--- config.mk ---
export PLATFORM = sky130hd
export DESIGN_NAME = text_writer_flat
export DESIGN_NICKNAME = d
export VERILOG_FILES = /design/src/rtl/text_writer_if.sv /design/src/rtl/text_writer.sv /design/src/flat_wrapper.sv
export SDC_FILE = /design/constraint.sdc
export NUM_CORES = 1
export LEC_CHECK = 0
export CAP_MARGIN = 20
export CORE_ASPECT_RATIO = 1.25
export CORE_MARGIN = 4
export CORE_UTILIZATION = 57
export CTS_CLUSTER_SIZE = 16
export DETAILED_ROUTE_END_ITERATION = 8
export GPL_ROUTABILITY_DRIVEN = 0
export PLACE_DENSITY_LB_ADDON = 0.08
export SKIP_LAST_GASP = 1
export SLEW_MARGIN = 20
export SYNTH_ARGS = -nofsm -noshare
export SYNTH_HDL_FRONTEND = slang
export SYNTH_SLANG_ARGS = --single-unit
--- constraint.sdc ---
create_clock -name Clk -period 4.2 [get_ports Clk]
set_clock_uncertainty 0.05 [all_clocks]
set_input_delay 0.42 -clock Clk [delete_from_list [all_inputs] [get_ports Clk]]
set_output_delay 0.42 -clock Clk [all_outputs]
set_load 0.01 [all_outputs]
--- src/rtl/text_writer_if.sv ---
// text_writer_if: request/status/write-port bundle between game logic,
// the text writer and the character buffer write port.
// Handshake: clear_req/score_req are level requests that the writer samples
// only while it is idle (busy=0); a request seen on that edge is accepted,
// anything presented while busy=1 is ignored. done pulses for one cycle when
// an accepted operation finishes and err is meaningful only together with done.
// wr_en qualifies wr_addr/wr_data for exactly one buffer write per cycle.
interface text_writer_if #(
    parameter int SCORE_W = 20
);
    logic               clear_req;
    logic               score_req;
    logic [SCORE_W-1:0] score_val;
    logic [4:0]         score_row;
    logic [6:0]         score_col;
    logic               busy;
    logic               done;
    logic               err;
    logic               wr_en;
    logic [11:0]        wr_addr;
    logic [7:0]         wr_data;

    // Game-logic side: issues requests, observes status and write strobes.
    modport master (
        output clear_req, score_req, score_val, score_row, score_col,
        input  busy, done, err, wr_en, wr_addr, wr_data
    );

    // Writer side.
    modport slave (
        input  clear_req, score_req, score_val, score_row, score_col,
        output busy, done, err, wr_en, wr_addr, wr_data
    );
endinterface

--- src/rtl/text_writer.sv ---
// text_writer: sequential writer for the VGA character buffer.
// Clears the whole buffer to spaces, or converts a binary score to decimal
// (double dabble, one bit per cycle) and writes the digits MSD first at a
// given row/column. Digits falling past the last column are skipped but
// still take their cycle; writes never wrap to the next row.
// Optional build macro TEXT_WRITER_LZB_EN: leading zeros are written as
// spaces (the least significant digit is always a numeral).
module text_writer #(
    parameter int COLS    = 80,
    parameter int ROWS    = 30,
    parameter int DIGITS  = 6,
    parameter int SCORE_W = 20
) (
    input  logic          Clk,
    input  logic          Reset_n,
    text_writer_if.slave  bus,
    output logic [2:0]    dbg_state
);

    localparam int          ADDR_W  = 12;
    localparam int          CELLS   = COLS * ROWS;
    localparam int          BCD_W   = 4 * DIGITS;
    localparam int          BIT_W   = $clog2(SCORE_W);
    localparam int          IDX_W   = $clog2(DIGITS);
    localparam longint      MAX_VAL = longint'(10 ** DIGITS) - 1;
    localparam logic [7:0]  SPACE   = 8'h20;
    localparam logic [7:0]  ZERO    = 8'h30;

    typedef enum logic [2:0] {
        S_IDLE    = 3'd0,
        S_CLEAR   = 3'd1,
        S_CONVERT = 3'd2,
        S_WRITE   = 3'd3,
        S_DONE    = 3'd4
    } state_t;

    state_t              state_q,   state_d;
    logic [ADDR_W-1:0]   addr_cnt_q, addr_cnt_d;
    logic [BIT_W-1:0]    bit_cnt_q, bit_cnt_d;
    logic [IDX_W-1:0]    dig_idx_q, dig_idx_d;
    logic [SCORE_W-1:0]  bin_q,     bin_d;
    logic [BCD_W-1:0]    bcd_q,     bcd_d;
    logic [4:0]          row_q,     row_d;
    logic [6:0]          col_q,     col_d;
    logic                busy_q,    busy_d;
    logic                done_q,    done_d;
    logic                err_q,     err_d;
    logic                wr_en_q,   wr_en_d;
    logic [ADDR_W-1:0]   wr_addr_q, wr_addr_d;
    logic [7:0]          wr_data_q, wr_data_d;

    // One double-dabble step and the saturated capture value
    logic [BCD_W-1:0]    bcd_adj;
    logic [BCD_W-1:0]    bcd_step;
    logic [SCORE_W-1:0]  bin_step;
    logic [SCORE_W-1:0]  score_sat;

    // Digit emission request shared by the CONVERT->WRITE hand-off and WRITE
    logic                emit_en;
    logic [BCD_W-1:0]    emit_bcd;
    logic [IDX_W-1:0]    emit_idx;
    logic [7:0]          col_sum;
    logic                col_ok;
    logic [ADDR_W-1:0]   cell_addr;

    assign dbg_state   = state_q;
    assign bus.busy    = busy_q;
    assign bus.done    = done_q;
    assign bus.err     = err_q;
    assign bus.wr_en   = wr_en_q;
    assign bus.wr_addr = wr_addr_q;
    assign bus.wr_data = wr_data_q;

    // ASCII for digit idx (0 = most significant) of a packed BCD value.
    function automatic logic [7:0] digit_char(input logic [BCD_W-1:0] bcd,
                                              input int idx);
        logic [3:0] nib;
        logic       lead_zero;
        nib       = bcd[BCD_W-4-4*idx +: 4];
        lead_zero = 1'b1;
        for (int j = 0; j < DIGITS; j++) begin
            if (j <= idx && bcd[BCD_W-4-4*j +: 4] != 4'd0) begin
                lead_zero = 1'b0;
            end
        end
`ifdef TEXT_WRITER_LZB_EN
        if (lead_zero && idx < DIGITS - 1) begin
            return SPACE;
        end
`endif
        return ZERO + {4'd0, nib};
    endfunction

    // Shift-add-3 step: adjust every BCD nibble >= 5, then shift in the next bit
    always_comb begin
        bcd_adj = bcd_q;
        for (int k = 0; k < DIGITS; k++) begin
            if (bcd_adj[4*k +: 4] >= 4'd5) begin
                bcd_adj[4*k +: 4] = bcd_adj[4*k +: 4] + 4'd3;
            end
        end
        bcd_step  = {bcd_adj[BCD_W-2:0], bin_q[SCORE_W-1]};
        bin_step  = {bin_q[SCORE_W-2:0], 1'b0};
        score_sat = bus.score_val;
        if (64'(bus.score_val) > MAX_VAL) begin
            score_sat = SCORE_W'(MAX_VAL);
        end
    end

    // Next-state and registered-output logic
    always_comb begin
        state_d    = state_q;
        addr_cnt_d = addr_cnt_q;
        bit_cnt_d  = bit_cnt_q;
        dig_idx_d  = dig_idx_q;
        bin_d      = bin_q;
        bcd_d      = bcd_q;
        row_d      = row_q;
        col_d      = col_q;
        err_d      = 1'b0;
        wr_en_d    = 1'b0;
        wr_addr_d  = wr_addr_q;
        wr_data_d  = wr_data_q;
        emit_en    = 1'b0;
        emit_bcd   = bcd_q;
        emit_idx   = '0;

        case (state_q)
            S_IDLE: begin
                if (bus.clear_req) begin
                    state_d    = S_CLEAR;
                    addr_cnt_d = '0;
                    wr_en_d    = 1'b1;
                    wr_addr_d  = '0;
                    wr_data_d  = SPACE;
                end else if (bus.score_req) begin
                    row_d = bus.score_row;
                    col_d = bus.score_col;
                    if (bus.score_row >= 5'(ROWS)) begin
                        // Off-screen row: reject without touching the buffer
                        state_d = S_DONE;
                        err_d   = 1'b1;
                    end else begin
                        state_d   = S_CONVERT;
                        bin_d     = score_sat;
                        bcd_d     = '0;
                        bit_cnt_d = '0;
                    end
                end
            end
            S_CLEAR: begin
                if (addr_cnt_q == ADDR_W'(CELLS - 1)) begin
                    state_d = S_DONE;
                end else begin
                    addr_cnt_d = addr_cnt_q + 1'b1;
                    wr_en_d    = 1'b1;
                    wr_addr_d  = addr_cnt_d;
                    wr_data_d  = SPACE;
                end
            end
            S_CONVERT: begin
                bcd_d     = bcd_step;
                bin_d     = bin_step;
                bit_cnt_d = bit_cnt_q + 1'b1;
                if (bit_cnt_q == BIT_W'(SCORE_W - 1)) begin
                    // Last shift: the MSD is emitted straight from the step result
                    state_d   = S_WRITE;
                    dig_idx_d = '0;
                    emit_en   = 1'b1;
                    emit_bcd  = bcd_step;
                    emit_idx  = '0;
                end
            end
            S_WRITE: begin
                if (dig_idx_q == IDX_W'(DIGITS - 1)) begin
                    state_d = S_DONE;
                end else begin
                    dig_idx_d = dig_idx_q + 1'b1;
                    emit_en   = 1'b1;
                    emit_bcd  = bcd_q;
                    emit_idx  = dig_idx_d;
                end
            end
            S_DONE: begin
                state_d = S_IDLE;
            end
            default: begin
                state_d = S_IDLE;
            end
        endcase

        // Column/address of the emitted digit; past the last column the
        // cycle is spent with the strobe held low.
        col_sum   = {1'b0, col_q} + 8'(emit_idx);
        col_ok    = (col_sum < 8'(COLS));
        cell_addr = ADDR_W'(row_q) * ADDR_W'(COLS) + ADDR_W'(col_sum);
        if (emit_en && col_ok) begin
            wr_en_d   = 1'b1;
            wr_addr_d = cell_addr;
            wr_data_d = digit_char(emit_bcd, int'(emit_idx));
        end

        done_d = (state_d == S_DONE);
        busy_d = (state_d != S_IDLE);
    end

    // State and output registers; reset abandons any operation in flight
    always_ff @(posedge Clk or negedge Reset_n) begin
        if (!Reset_n) begin
            state_q    <= S_IDLE;
            addr_cnt_q <= '0;
            bit_cnt_q  <= '0;
            dig_idx_q  <= '0;
            bin_q      <= '0;
            bcd_q      <= '0;
            row_q      <= '0;
            col_q      <= '0;
            busy_q     <= 1'b0;
            done_q     <= 1'b0;
            err_q      <= 1'b0;
            wr_en_q    <= 1'b0;
            wr_addr_q  <= '0;
            wr_data_q  <= 8'h00;
        end else begin
            state_q    <= state_d;
            addr_cnt_q <= addr_cnt_d;
            bit_cnt_q  <= bit_cnt_d;
            dig_idx_q  <= dig_idx_d;
            bin_q      <= bin_d;
            bcd_q      <= bcd_d;
            row_q      <= row_d;
            col_q      <= col_d;
            busy_q     <= busy_d;
            done_q     <= done_d;
            err_q      <= err_d;
            wr_en_q    <= wr_en_d;
            wr_addr_q  <= wr_addr_d;
            wr_data_q  <= wr_data_d;
        end
    end

endmodule

--- src/flat_wrapper.sv ---
// flat-port wrapper written by rule: the top's interface ports become plain ports
module text_writer_flat 
#(
    parameter int COLS    = 80,
    parameter int ROWS    = 30,
    parameter int DIGITS  = 6,
    parameter int SCORE_W = 20
)
  (Clk, Reset_n, dbg_state, bus_clear_req, bus_score_req, bus_score_val, bus_score_row, bus_score_col, bus_busy, bus_done, bus_err, bus_wr_en, bus_wr_addr, bus_wr_data);
  text_writer_if #(.SCORE_W(SCORE_W)) bus_i ();
  input  logic Clk;
  input  logic Reset_n;
  output logic [2:0] dbg_state;
  input wire logic [$bits(bus_i.clear_req)-1:0] bus_clear_req;
  input wire logic [$bits(bus_i.score_req)-1:0] bus_score_req;
  input wire logic [$bits(bus_i.score_val)-1:0] bus_score_val;
  input wire logic [$bits(bus_i.score_row)-1:0] bus_score_row;
  input wire logic [$bits(bus_i.score_col)-1:0] bus_score_col;
  output wire logic [$bits(bus_i.busy)-1:0] bus_busy;
  output wire logic [$bits(bus_i.done)-1:0] bus_done;
  output wire logic [$bits(bus_i.err)-1:0] bus_err;
  output wire logic [$bits(bus_i.wr_en)-1:0] bus_wr_en;
  output wire logic [$bits(bus_i.wr_addr)-1:0] bus_wr_addr;
  output wire logic [$bits(bus_i.wr_data)-1:0] bus_wr_data;
  assign bus_i.clear_req = bus_clear_req;
  assign bus_i.score_req = bus_score_req;
  assign bus_i.score_val = bus_score_val;
  assign bus_i.score_row = bus_score_row;
  assign bus_i.score_col = bus_score_col;
  assign bus_busy = bus_i.busy;
  assign bus_done = bus_i.done;
  assign bus_err = bus_i.err;
  assign bus_wr_en = bus_i.wr_en;
  assign bus_wr_addr = bus_i.wr_addr;
  assign bus_wr_data = bus_i.wr_data;
  text_writer #(.COLS(COLS), .ROWS(ROWS), .DIGITS(DIGITS), .SCORE_W(SCORE_W)) u_core (.Clk(Clk), .Reset_n(Reset_n), .bus(bus_i), .dbg_state(dbg_state));
endmodule
* Yosys cells after proc, flatten, opt, wreduce, memory -nomap -nowiden
Index checks and enable logic that the tools add are counted.
** Word-level totals
- Flip-flop bits (word level) :: 103
- Word-level logic and storage cells :: 119
** Cells by class
- $add $sub $neg :: 13
- Multiply operators :: 1
- Order comparisons :: 9
- Equal/unequal tests :: 16
- Shift-type cells :: 1
- Muxes and demuxes :: 52
- Bitwise operators :: 1
- Reduce and logical (&&, ||, !) cells :: 12
** Operators with widths (count)
- 24-bit 2-to-1 mux :: 5
- 20-bit 2-to-1 mux :: 4
- 24-bit one-hot mux with 2 select lines :: 1
- 20-bit one-hot mux with 2 select lines :: 1
- 12-bit 2-to-1 mux :: 3
- 3-bit 2-to-1 mux :: 11
- 24-bit by 32-bit indexed part select with 4-bit output :: 1
- 4-bit by 3-bit greater-or-equal comparator with 1-bit output (second input constant) :: 6
- 8-bit 2-to-1 mux :: 3
- 12-bit one-hot mux with 2 select lines :: 1
- 4-bit by 2-bit adder with 4-bit output (second input constant) :: 5
- 20-bit greater-than comparator (second input constant) :: 1
- 4-bit 2-to-1 mux :: 5
- 8-bit one-hot mux with 2 select lines :: 1
- 5-bit 2-to-1 mux :: 3
- 12-bit by 1-bit adder with 12-bit output (second input constant) :: 1
- 12-bit by 8-bit adder with 12-bit output :: 1
- 12-bit equality test (second input constant) :: 1
- 2-bit inequality test (second input constant) :: 6
- 3-bit one-hot mux with 4 select lines :: 1
- 3-bit AND reduction :: 4
- 5-bit one-hot mux with 2 select lines :: 1
- 1-bit 2-to-1 mux :: 9
- 7-bit by 3-bit adder with 8-bit output :: 1
- other kinds (23) :: 29

* Longest topological paths before layout
Gate-level depths: netlist of run 1.
- Depth after elaboration :: 8
- Mapped depth :: 20

* Worst setup path after synthesis of run 1
OpenSTA, ideal clock, no wires.
- Path kind :: register to register
- From :: register u_core.state_q[2] (netlist: u_core.dbg_state[2])
- To :: register u_core.wr_addr_q[10] (netlist: u_core.bus.wr_addr[10])
- Arrival time :: 3537 ps
- Data required time :: 4013 ps
- Path slack :: 476 ps
- Stages on the path, launching flop included :: 19
- Cells stage by stage :: dfrtp_1 and2b_1 nand3_1 or2_1 buf_2 inv_2 ha_1 a211oi_1 or2_1 clkbuf_1 nor2_1 xor2_1 fa_1 a21o_1 a21oi_1 nor3b_1 xor2_1 nor2_1 a21oi_1
** Between the ends
- Longest elaborated chain between the ends :: 7
** Ends and longest elaborated chain
- start, declared :: RTL line text_writer.sv:37 : state_t state_q, state_d;
- start signal, assigned :: RTL line text_writer.sv:225 : state_q <= state_d;
- 3-bit by 2-bit equality test with 1-bit output :: RTL line text_writer.sv:128 : case (state_q)
- 3-bit 2-to-1 mux
- 7-bit by 3-bit adder with 8-bit output :: RTL line text_writer.sv:194 : col_sum = {1'b0, col_q} + 8'(emit_idx);
- 8-bit by 7-bit < comparator with 1-bit output :: RTL line text_writer.sv:195 : col_ok = (col_sum < 8'(COLS));
- 1-bit logical AND :: RTL line text_writer.sv:197 : if (emit_en && col_ok) begin
- 3-bit inequality test (no line), or another cell as far along
- 3-bit AND reduction (no line)
- end signal, assigned :: RTL line text_writer.sv:237 : wr_addr_q <= wr_addr_d;
- end, declared :: RTL line text_writer.sv:49 : logic [ADDR_W-1:0] wr_addr_q, wr_addr_d;
Parallel ways exist; a longest one is shown, timed or not.
A chain may end at the register's enable or synchronous reset.

* Final worst setup path of run 1
- From :: register u_core.dig_idx_q[0]
- To :: register u_core.wr_addr_q[10] (netlist: u_core.bus.wr_addr[10])
** Between the ends
- Longest elaborated chain between the ends :: 8
** Ends and longest elaborated chain
- start, declared :: RTL line text_writer.sv:40 : logic [IDX_W-1:0] dig_idx_q, dig_idx_d;
- start signal, assigned :: RTL line text_writer.sv:228 : dig_idx_q <= dig_idx_d;
- 3-bit by 1-bit adder with 3-bit output / 3-bit equality test (equally long branches) :: RTL line text_writer.sv:178, text_writer.sv:175
- 3-bit 2-to-1 mux :: RTL line text_writer.sv:175 : if (dig_idx_q == IDX_W'(DIGITS - 1)) begin
- 3-bit 2-to-1 mux
- 7-bit by 3-bit adder with 8-bit output :: RTL line text_writer.sv:194
- 8-bit by 7-bit < comparator with 1-bit output :: RTL line text_writer.sv:195
- 1-bit logical AND :: RTL line text_writer.sv:197
- 3-bit inequality test (no line), or another cell as far along
- 3-bit AND reduction (no line)
Parallel ways exist; a longest one is shown, timed or not.

==> results of run 1 <==
## synthesized netlist by cell type, types with 2 or more instances
| cell type | count |
|---|---|
| inv_1 | 24 |
| nor3b_1 | 3 |
| o31ai_1 | 7 |
| nand2b_1 | 8 |
| a311oi_1 | 2 |
| buf_2 | 4 |
| and3_1 | 2 |
| fa_1 | 3 |
| xnor2_1 | 20 |
| a21o_1 | 11 |
| dfrtp_1 | 101 |
| o41ai_1 | 2 |
| ha_1 | 30 |
| a221oi_1 | 3 |
| buf_4 | 3 |
| a22o_1 | 8 |
| a31oi_1 | 3 |
| o22ai_1 | 15 |
| nand2_1 | 62 |
| o21ai_0 | 52 |
| or2_1 | 2 |
| mux2i_1 | 6 |
| clkbuf_1 | 24 |
| a311o_1 | 2 |
| o31a_1 | 2 |
| nand4_1 | 6 |
| nand3_1 | 19 |
| o21ai_1 | 2 |
| and2_0 | 3 |
| nor3_1 | 11 |
| or3_1 | 2 |
| xor2_1 | 11 |
| a32o_1 | 6 |
| a211oi_1 | 4 |
| o41ai_2 | 2 |
| nor2b_1 | 9 |
| a21oi_1 | 38 |
| a22oi_1 | 9 |
| nor2_1 | 45 |
| mux2_2 | 14 |
| o221ai_1 | 5 |
## stage by stage
step | instance area, um^2 | setup WS, ps
floorplan | 5800 | 476
global placement | 6490 | 491
detailed placement | 6490 | 269
CTS | 6840 | 241
global route | 6860 | -4.31
finish | 6860 | 295
## layout make-up
cell class,count,area (um^2)
flip-flops and latches,101,2530
clock inverters,5,106
multi-input cells,454,3050
repair buffers,70,677
inverters,25,93.8
fillers,752,2900
well taps,126,158
clock buffers,11,243
## cell usage in the layout, fill, tap and decap left out, types with 3 or more instances in the layout
cell and instances:
dfrtp_1 101, nand2_1 62, clkdlybuf4s50_1 59, o21ai_0 52, nor2_1 45, a21oi_1 37
ha_1 30, inv_1 24, xnor2_1 20, nand3_1 19, o22ai_1 15, mux2_2 14
a21o_1 11, nor3_1 10, xor2_1 10, buf_4 10, nor2b_1 9, a22oi_1 9
clkbuf_16 9, nand2b_1 8, a22o_1 8, o31ai_1 7, nand4_1 6, a32o_1 6
mux2i_1 6, o221ai_1 5, a211oi_1 4, nor3b_1 3, and2_0 3, a31oi_1 3
a221oi_1 3, fa_1 3, bufinv_16 3
## power by group
group	internal, mW	switching (mW)	leakage [nW]
Sequential	1.27	0.275	1.31
Combinational	0.889	1.12	1.54
Clock	0.601	0.365	0.166
## registers in the layout, indices dropped and copies added, names as in the netlist, 3 cells and up
signal	count
u_core.addr_cnt_q	12
u_core.bcd_q	24
u_core.bin_q	20
u_core.bit_cnt_q	5
u_core.bus.wr_addr	12
u_core.bus.wr_data	6
u_core.col_q	7
u_core.dbg_state	3
u_core.dig_idx_q	3
u_core.row_q	5
## metal layers
metal	GRT usage [%]	part of all wire (%)
met2	43.8	54
met4	12.6	4.0
met1	27.8	39
met3	2.65	3.4
met5	0	0
## cells by family (layout without fill, tap and decap cells)
kind of cell    count (synthesis)  count (layout)
other cells                     1               2
xor+xnor                       31              31
compound gates                185             185
fa+ha+maj                      33              33
flops                         101             101
mux                            20              20
simple gates                  183             183
buf+inv                        58             111
## worst max-delay path: stages (launching register included)
cell and delay, ps:
dfrtp_1 410, ha_1 230, nand2_1 90, nand3_1 180, or2_4 330, inv_2 140
ha_1 250, a211oi_1 250, or2_1 240, nor2_1 100, xor2_2 170, fa_1 470
a21o_1 190, a21oi_1 260, nor3b_1 100, xor2_1 150, nor2_1 100, a21oi_1 50
## what timing repair did
| item | 4_1_cts | 5_1_grt |
|---|---|---|
| endpoints found under the setup margin | 0 | 4 |
| buffers inserted | 0 | 0 |
| resized for setup | 0 | 2 |
| hold buffers | 0 | 0 |
## worst paths after layout
path                                      from                     end  cells after the start
max                        u_core.dig_idx_q[0]  u_core.bus.wr_addr[10]                     17
min                                    Reset_n    u_core.addr_cnt_q[3]                      1
max reg2reg                u_core.dig_idx_q[0]  u_core.bus.wr_addr[10]                     17
min reg2reg                   u_core.bin_q[15]        u_core.bin_q[15]                      2
max in group asynchronous              Reset_n         u_core.row_q[1]                      2
min in group Clk              u_core.bin_q[15]        u_core.bin_q[15]                      2
==> out/qor.txt, run 1 <==
Run status -> complete, no violations
Max Fclk -> 0.256 GHz
Floorplan Core Area -> 9760 um^2
EDFF count, synth -> 0
Die Wd -> 98.2 um
CP Class -> register to register
Core Util, Final -> 70.3%
Warnings, synthesis -> 0
Total wire length -> 13,900 um
Pleak -> 3.02 nW
Synth cell types -> 68
Post-synth top area cell -> dfrtp_1
Residual DRC -> 0
Power per cell area -> 660 nW/um^2
Die area -> 11,900 um^2
Seq/Total Area, Yosys -> 43.6%
Critical Path RT -> 4370 ps
Crit. End Element -> register
Largest family of logic cells by synthesized area -> compound AO/OA/AOI/OAI gates
Antenna violations before repair -> 0
Die H -> 121 um
DRT iter0 DRCs -> 225
Slew Viols, Final -> 0
Mean Syn Cell Area -> 9.48 um^2
WL per Instance -> 17.5 um
R2R setup slack -> 300 ps
Final net count -> 730
Setup TNS -> 0 ps
Total power -> 4.52 mW
Largest net degree at the start of global routing -> 82
Post-Synth Adder-Cell Area -> 7.51%
Peak supply drop -> 0.308 mV
Placed cells -> 776
Cts bufs inserted -> 9
First-pass GRT wire length -> 23,100 um
Final min period -> 3900 ps
Final Hold Violating Endpoints -> 0
Ys async rst share -> 100%
Xor and xnor fraction of the mapped netlist area -> 4.68%
Final HPWL DP -> 10,100 um
Worst slew pin tran -> 1020 ps
DR vias -> 4,788
Clock Tree Root -> clkbuf_16
Syn-to-layout area delta -> 18.3%
Worst-Skew Late Latency -> 340 ps
Setup violations, final -> 0
Mux contribution to synthesized area -> 3.75%
Total track usage -> 24.1%
Area share of the largest cell type after synthesis -> 43.6%
CTS tree -> done
Largest cells by area after synthesis -> dfrtp_1 44%, ha_1 6.5%, o21ai_0 4.5%
WP data arrival -> 4070 ps
Initial Util -> 59.4%
Inserted Diodes -> 0
Syn Inst Count -> 612
Total grt overflow -> 0
CTS H-Tree Depth -> 3
Num ports -> 63
Vias/cell -> 6.05
Input/output buffers -> 60
Clock sink total -> 101
Worst Path Max Fanout -> 8
Startpoint types -> register
Synth Area in Compound Gates -> 21.1%
Hold/Removal Path Class -> input pin to asynchronous set/reset pin
Clock tree buffer depth -> 2
Seq cells post-synth -> 101
Rows -> 40
Rel. slew slack -> 32.1%
Number of global-route vias before repair -> 4,776
First-pass DRT Iterations -> 5
Antenna viol nets, final -> 0
Hold_ws -> 58.5 ps
# Max-Cap Violations -> 0
Simple-Gate Fraction of Synth Area -> 15.1%
Final worst-path cycle share -> 93.0%
Layout cells sized above 1 -> 8.11%
Most used flip-flop cell after synthesis -> dfrtp_1
Clock slew at reported path FFs -> 70 ps
Final cell count without fillers -> 792
Cell Area, Synth -> 5800 um^2
Power figures use the tool's default switching activity.
==> run 2: changes to the inputs <==
--- a/config.mk
+++ b/config.mk
@@ -9,7 +9,7 @@
 export CORE_ASPECT_RATIO = 1.25
 export CORE_MARGIN = 4
 export CORE_UTILIZATION = 57
-export CTS_CLUSTER_SIZE = 16
+export CTS_CLUSTER_SIZE = 20
 export DETAILED_ROUTE_END_ITERATION = 8
 export GPL_ROUTABILITY_DRIVEN = 0
 export PLACE_DENSITY_LB_ADDON = 0.08
==> results of run 2 <==
The final DEF is identical to that of run 1; final timing and power are the same.
